--- config.mk ---
export PLATFORM = sky130hd
export DESIGN_NAME = tile_result_writer
export DESIGN_NICKNAME = d
export VERILOG_FILES = /design/src/rtl/tensor_pkg.sv /design/src/rtl/result_fifo.sv /design/src/rtl/tile_result_writer.sv
export SDC_FILE = /design/constraint.sdc
export NUM_CORES = 1
export LEC_CHECK = 0
export ABC_AREA = 1
export CELL_PAD_IN_SITES_DETAIL_PLACEMENT = 0
export CELL_PAD_IN_SITES_GLOBAL_PLACEMENT = 1
export CORE_MARGIN = 3
export CORE_UTILIZATION = 33
export DETAILED_ROUTE_END_ITERATION = 8
export GPL_ROUTABILITY_DRIVEN = 0
export PLACE_DENSITY = 0.61
export SYNTH_ARGS = -nofsm -noshare
export SYNTH_HDL_FRONTEND = slang
export SYNTH_HIERARCHICAL = 1
export SYNTH_SLANG_ARGS = --single-unit
--- constraint.sdc ---
create_clock -name clk -period 6.2 [get_ports clk]
set_clock_uncertainty 0.15 [all_clocks]
set_input_delay 0.62 -clock clk [delete_from_list [all_inputs] [get_ports clk]]
set_output_delay 0.62 -clock clk [all_outputs]
set_load 0.01 [all_outputs]
--- src/rtl/tensor_pkg.sv ---
// Shared types and constants for the tile result write-back path.
package tensor_pkg;

    typedef struct packed {
        logic [31:0] addr;
        logic [31:0] data;
    } wb_entry_t;

    localparam logic [31:0] ELEM_BYTES = 32'd4;
    localparam logic [3:0]  WB_BE      = 4'hF;

    typedef enum logic [1:0] {
        WB_IDLE = 2'd0,
        WB_REQ  = 2'd1,
        WB_WAIT = 2'd2
    } wb_state_e;

    // Byte address of element (row, col) of a 2x2 tile, mod 2^32.
    function automatic logic [31:0] elem_addr(input logic [31:0] base,
                                              input logic [31:0] stride,
                                              input logic        row,
                                              input logic        col);
        logic [31:0] a;
        a = base;
        if (row) a = a + stride;
        if (col) a = a + ELEM_BYTES;
        return a;
    endfunction

endpackage

--- src/rtl/result_fifo.sv ---
// Synchronous FIFO of write-back entries; head is visible on dout while non-empty.
module result_fifo
    import tensor_pkg::*;
#(
    parameter int DEPTH = 8
) (
    input  logic      clk,
    input  logic      reset,
    input  logic      push,
    input  logic      pop,
    input  wb_entry_t din,
    output wb_entry_t dout,
    output logic      full,
    output logic      empty
);

    localparam int AW = $clog2(DEPTH);

    wb_entry_t      mem [DEPTH];
    logic [AW:0]    wr_ptr;
    logic [AW:0]    rd_ptr;
    logic           wr_en;
    logic           rd_en;

    assign empty = (wr_ptr == rd_ptr);
    assign full  = (wr_ptr[AW] != rd_ptr[AW]) && (wr_ptr[AW-1:0] == rd_ptr[AW-1:0]);
    assign dout  = mem[rd_ptr[AW-1:0]];

    // A pop frees the head slot in the same cycle, so a push into a full FIFO succeeds then.
    assign wr_en = push && (!full || pop);
    assign rd_en = pop && !empty;

    always_ff @(posedge clk) begin
        if (reset) begin
            wr_ptr <= '0;
            rd_ptr <= '0;
        end else begin
            if (wr_en) wr_ptr <= wr_ptr + 1'b1;
            if (rd_en) rd_ptr <= rd_ptr + 1'b1;
        end
    end

    always_ff @(posedge clk) begin
        if (wr_en) mem[wr_ptr[AW-1:0]] <= din;
    end

endmodule

--- src/rtl/tile_result_writer.sv ---
// Captures 2x2 tile results, computes their byte addresses and drains them to memory
// one write at a time.
module tile_result_writer
    import tensor_pkg::*;
#(
    parameter int FIFO_DEPTH = 8
) (
    input  logic        clk,
    input  logic        reset,
    input  logic        c11ready,
    input  logic        c12ready,
    input  logic        c21ready,
    input  logic        c22ready,
    input  logic [31:0] C11,
    input  logic [31:0] C12,
    input  logic [31:0] C21,
    input  logic [31:0] C22,
    input  logic [31:0] tile_addr,
    input  logic [31:0] row_stride,
    output logic        mem_req,
    output logic [31:0] mem_addr,
    output logic [31:0] mem_wdata,
    output logic        mem_we,
    output logic [3:0]  mem_be,
    input  logic        mem_gnt,
    input  logic        mem_rvalid,
    input  logic        mem_err,
    output logic        busy,
    output logic [15:0] writes_done,
    output logic        err_overflow,
    output logic        err_collide,
    output logic        err_bus,
    output logic [1:0]  dbg_state
);

    // Write port handshake: mem_req rises with mem_addr/mem_wdata and holds them
    // stable until a cycle where mem_req && mem_gnt; that cycle transfers the write.
    // Exactly one mem_rvalid (with mem_err) follows later; no new request until then.

    wb_state_e   state;
    logic [31:0] tile_base;
    logic [31:0] stride;
    logic [3:0]  stb;
    logic        push_req;
    logic        push_ok;
    logic        collide;
    wb_entry_t   push_entry;
    wb_entry_t   fifo_dout;
    wb_entry_t   head;
    logic        fifo_full;
    logic        fifo_empty;
    logic        fifo_pop;
    logic        have_next;

    assign stb       = {c22ready, c21ready, c12ready, c11ready};
    assign push_req  = |stb;
    assign collide   = (stb & (stb - 4'd1)) != 4'd0;
    assign fifo_pop  = (state == WB_REQ) && mem_gnt;
    assign push_ok   = push_req && (!fifo_full || fifo_pop);
    // An empty FIFO forwards the entry being pushed so the request can start a cycle earlier.
    assign head      = fifo_empty ? push_entry : fifo_dout;
    assign have_next = !fifo_empty || push_ok;

    assign mem_we    = 1'b1;
    assign mem_be    = WB_BE;
    assign dbg_state = state;

    always_comb begin
        push_entry = '0;
        if (c11ready) begin
            push_entry.addr = tile_addr;
            push_entry.data = C11;
        end else if (c12ready) begin
            push_entry.addr = elem_addr(tile_base, stride, 1'b0, 1'b1);
            push_entry.data = C12;
        end else if (c21ready) begin
            push_entry.addr = elem_addr(tile_base, stride, 1'b1, 1'b0);
            push_entry.data = C21;
        end else if (c22ready) begin
            push_entry.addr = elem_addr(tile_base, stride, 1'b1, 1'b1);
            push_entry.data = C22;
        end
    end

    result_fifo #(.DEPTH(FIFO_DEPTH)) u_fifo (
        .clk   (clk),
        .reset (reset),
        .push  (push_ok),
        .pop   (fifo_pop),
        .din   (push_entry),
        .dout  (fifo_dout),
        .full  (fifo_full),
        .empty (fifo_empty)
    );

    always_ff @(posedge clk) begin
        if (reset) begin
            state     <= WB_IDLE;
            mem_req   <= 1'b0;
            mem_addr  <= '0;
            mem_wdata <= '0;
            busy      <= 1'b0;
        end else begin
            case (state)
                WB_IDLE: begin
                    busy <= have_next;
                    if (have_next) begin
                        state     <= WB_REQ;
                        mem_req   <= 1'b1;
                        mem_addr  <= head.addr;
                        mem_wdata <= head.data;
                    end
                end
                WB_REQ: begin
                    busy <= 1'b1;
                    if (mem_gnt) begin
                        state   <= WB_WAIT;
                        mem_req <= 1'b0;
                    end
                end
                WB_WAIT: begin
                    if (mem_rvalid) begin
                        busy <= have_next;
                        if (have_next) begin
                            state     <= WB_REQ;
                            mem_req   <= 1'b1;
                            mem_addr  <= head.addr;
                            mem_wdata <= head.data;
                        end else begin
                            state <= WB_IDLE;
                        end
                    end else begin
                        busy <= 1'b1;
                    end
                end
                default: begin
                    state   <= WB_IDLE;
                    mem_req <= 1'b0;
                    busy    <= 1'b0;
                end
            endcase
        end
    end

    always_ff @(posedge clk) begin
        if (reset) begin
            tile_base    <= '0;
            stride       <= '0;
            writes_done  <= '0;
            err_overflow <= 1'b0;
            err_collide  <= 1'b0;
            err_bus      <= 1'b0;
        end else begin
            if (c11ready) begin
                tile_base <= tile_addr;
                stride    <= row_stride;
            end
            if (collide) err_collide <= 1'b1;
            if (push_req && !push_ok) err_overflow <= 1'b1;
            if (state == WB_WAIT && mem_rvalid) begin
                writes_done <= writes_done + 16'd1;
                if (mem_err) err_bus <= 1'b1;
            end
        end
    end

endmodule
==> results.md <==
* Max-slew headroom at 0.166
* WHS Endpoint: writes_done[15]
* Grt total ovfl at 0
* Req. time, crit path at 6.60 ns
* Initial Util at 0.333
* CTS H-Tree Depth at 3
* Crit-path slowest cell: o21ai_0
* Synth area leader: edfxtp_1
* CTS tree: yes
* Worst hold start: writes_done[15]
* Async S/R FF share, synth at 0
* Finished Cell Area at 38,900 µm²
* Minimum clock period at 3.91 ns
* Layout cell share with drive strength beyond 1 at 0.0674
* DR WL/cell at 20.1 µm
* Post-synth top cells: nand2_1, nor2_1, edfxtp_1
* HPWL after detailed placement at 67,100 µm
* Highest clock rate at 256 MHz
* Critical Path Max Stage Delay at 0.90 ns
* CTS Hold Bufs at 0
* Initial drt markers at 1,696
* PortBufs at 287
* CTS resizes at 0
* Max-Cap Viols at 0
* Clk slew on worst S/H paths at 0.06 ns
* Utilization after layout at 0.401
* P&R area growth vs syn at 20.2%
* DRC at 0
* Final Net Count at 4,105
* Worst Hold Depth at 1
* Worst R2R End: mem_addr[11]
* Post-synthesis register bit count at 674
* TritonCTS Sinks at 674
* Total GRT Usage at 0.201
* Die area at 102,000 µm²
* Initial antenna violation count at 1
* Die Y at 319 µm
* CTS root buf: clkbuf_16
* Reg2Reg Setup Slack at 2.29 ns
* Netlist Area Pre-Place at 32,300 µm²
* Critical path arrival at 4.31 ns
* Vias in the first global route at 25.1k
* Reg2reg path depth at 15
* Pin count of the biggest net entering global routing at 154
* Syn Area/Cell at 8.85 µm²
* Core area at 97,000 µm²
* Die W at 319 µm
* Least-Margin Pin Slew at 1.24 ns
* First-pass GRT wire length at 158,000 µm
* Slew Limit Fails at 0
* Total power at 11.8 mW
* R2r startpoint: tile_base[0]
* CP Capture Type: flop
* Total CTS buffers at 77
* Vias per cell at 4.97
* Hold Vio Cnt, Final at 0
* Most common cell in the synthesized netlist: nand2_1
* Placed cell area at 36,300 µm²
* Pwr dens at 305 nW/µm²
* Diode count at 0
* Clk_lat worst skew at 0.63 ns
* Setup CP Type: reg -> reg
* Ports at 293
* Hold Path Class: reg -> reg
* Status: finished clean
* Startpoint types: flop
* Ys flop type: edfxtp_1
* Setup TNS at 0 ns
* Top-area cell type share of the netlist area at 0.475
* Lkg Pwr at 14.5 nW
* Period utilisation layout at 0.630
* Synthesis Warnings at 6
* Unrepaired setup endpoints after global routing: false
* Drt total wl at 105,000 µm
* Worst Path Max Fanout at 9
* VDD IR max at 232 µV
* DR vias at 25.9k
* Setup bufs post-CTS at 0
* Cells after Synth at 3,654
* Final setup fails at 0
* ANT nets after route at 0
* Std cell rows at 114
* Top cell by count, worst path: nand2_1
* Critical-path cell list: ha_1 > fa_1 > nand3_1 > nand3_1 > nand2_1 > nand2_1 > nor3_4 > nand3_4 > inv_1 > nand2_1 > nand2_1 > a32oi_1 > o21ai_0 > o21ai_0 > a21oi_1
* Drt pass-1 iters at 5
* Register area share after synthesis at 0.576
* EDFF count, synth at 512
* Distinct cells, synth at 62
* Most area-consuming cells after synthesis: edfxtp_1, dfxtp_1, nand2_1
* Clock Tree Buf Depth at 3
-- power breakdown --
part           leakage (nW)  switching, mW  internal (mW)
Combinational          7.23           1.25          0.642
Sequential             6.08          0.153           5.23
Clock                  1.22           1.92           2.64
Total                  14.5           3.32           8.51
-- worst max-delay path: cells and delay by family, from the launching register on --
kind                     cells  cell delay (ns)
AO/OA/AOI/OAI                4             1.34
AND/OR/NAND/NOR              8             1.14
adder cells (fa/ha/maj)      2             0.77
flip-flops                   1             0.31
buffers and inverters        1             0.13
-- per-stage QoR --
stage | hold WS (ns) | setup slack, ns | instances
6_report | 0.309 | 2.29 | 5207
2_1_floorplan | 0.308 | 1.38 | 3658
4_1_cts | 0.298 | 2.27 | 5207
5_1_grt | 0.341 | 1.91 | 5207
3_5_place_dp | 0.300 | 1.93 | 5064
3_3_place_gp | 0.289 | 1.90 | 5064
-- sequential cells by signal, indices dropped and copies added, names as in the netlist, named ones only --
name           cells
u_fifo/wr_ptr      4
mem_addr          32
stride            32
tile_base         32
u_fifo/rd_ptr      4
mem_req            1
dbg_state          2
u_fifo/mem       512
err_overflow       1
err_bus            1
busy               1
mem_wdata         32
err_collide        1
writes_done       16
-- final cells by class --
| class | count | area (µm²) |
|---|---|---|
| sequential | 674 | 18600 |
| inverter | 222 | 850 |
| tap | 1276 | 1600 |
| multi-input combinational | 2564 | 12000 |
| fill | 9815 | 58100 |
| timing repair buffer | 328 | 3260 |
| clock inverter | 47 | 524 |
| clock buffer | 96 | 2020 |
-- routing by layer --
metal	GRT usage	part of all wire	wire [µm]	vias up
met1	0.283	0.48	49900	12350
li1	-	-	-	12847
met2	0.327	0.46	48200	537
met4	0.0545	0.024	2550	2
met3	0.0266	0.040	4230	137
met5	0	0.00012	13	-
-- how the worst max path moves through the flow --
stage / depth (start not counted) / end / slack [ns] / startpoint
global route: 15 / mem_addr[11] / 1.91 / tile_base[0]
floorplan: 8 / u_fifo/mem[1][0] / 1.38 / mem_gnt
finish: 15 / mem_addr[11] / 2.29 / tile_base[0]
global placement: 10 / u_fifo/mem[5][30] / 1.90 / mem_gnt
CTS: 15 / mem_addr[11] / 2.27 / tile_base[0]
detailed placement: 10 / u_fifo/mem[5][31] / 1.93 / mem_gnt
-- cell families after synthesis --
kind of cell / count (synthesis) / synth area share
XOR/XNOR: 13 / 0.00375
AO/OA/AOI/OAI: 829 / 0.134
other: 1 / 0.000116
buffers and inverters: 420 / 0.0561
AND/OR/NAND/NOR: 1680 / 0.216
adder cells (fa/ha/maj): 37 / 0.0145
flip-flops: 674 / 0.576
-- cell usage in the layout (no fill, tap or decap), types with 8 or more instances in the layout --
master,netlist,final
inv_1,210,203
edfxtp_1,512,512
nand2_2,26,26
dfxtp_1,162,159
nor3_1,20,20
o21ai_0,423,423
nor2_1,562,554
ha_1,36,36
clkdlybuf4s50_1,0,282
clkbuf_16,0,77
nand2_1,831,831
a21oi_1,282,282
nand4_1,31,31
nand3_1,151,151
o21ai_1,28,28
a31oi_1,67,67
clkinv_1,2,11
buf_12,0,8
nor2_2,10,10
buf_4,24,34
inv_2,9,12
clkbuf_1,118,17
clkinv_2,0,18
nor2_4,7,15
(Power assumes the default switching activity.)
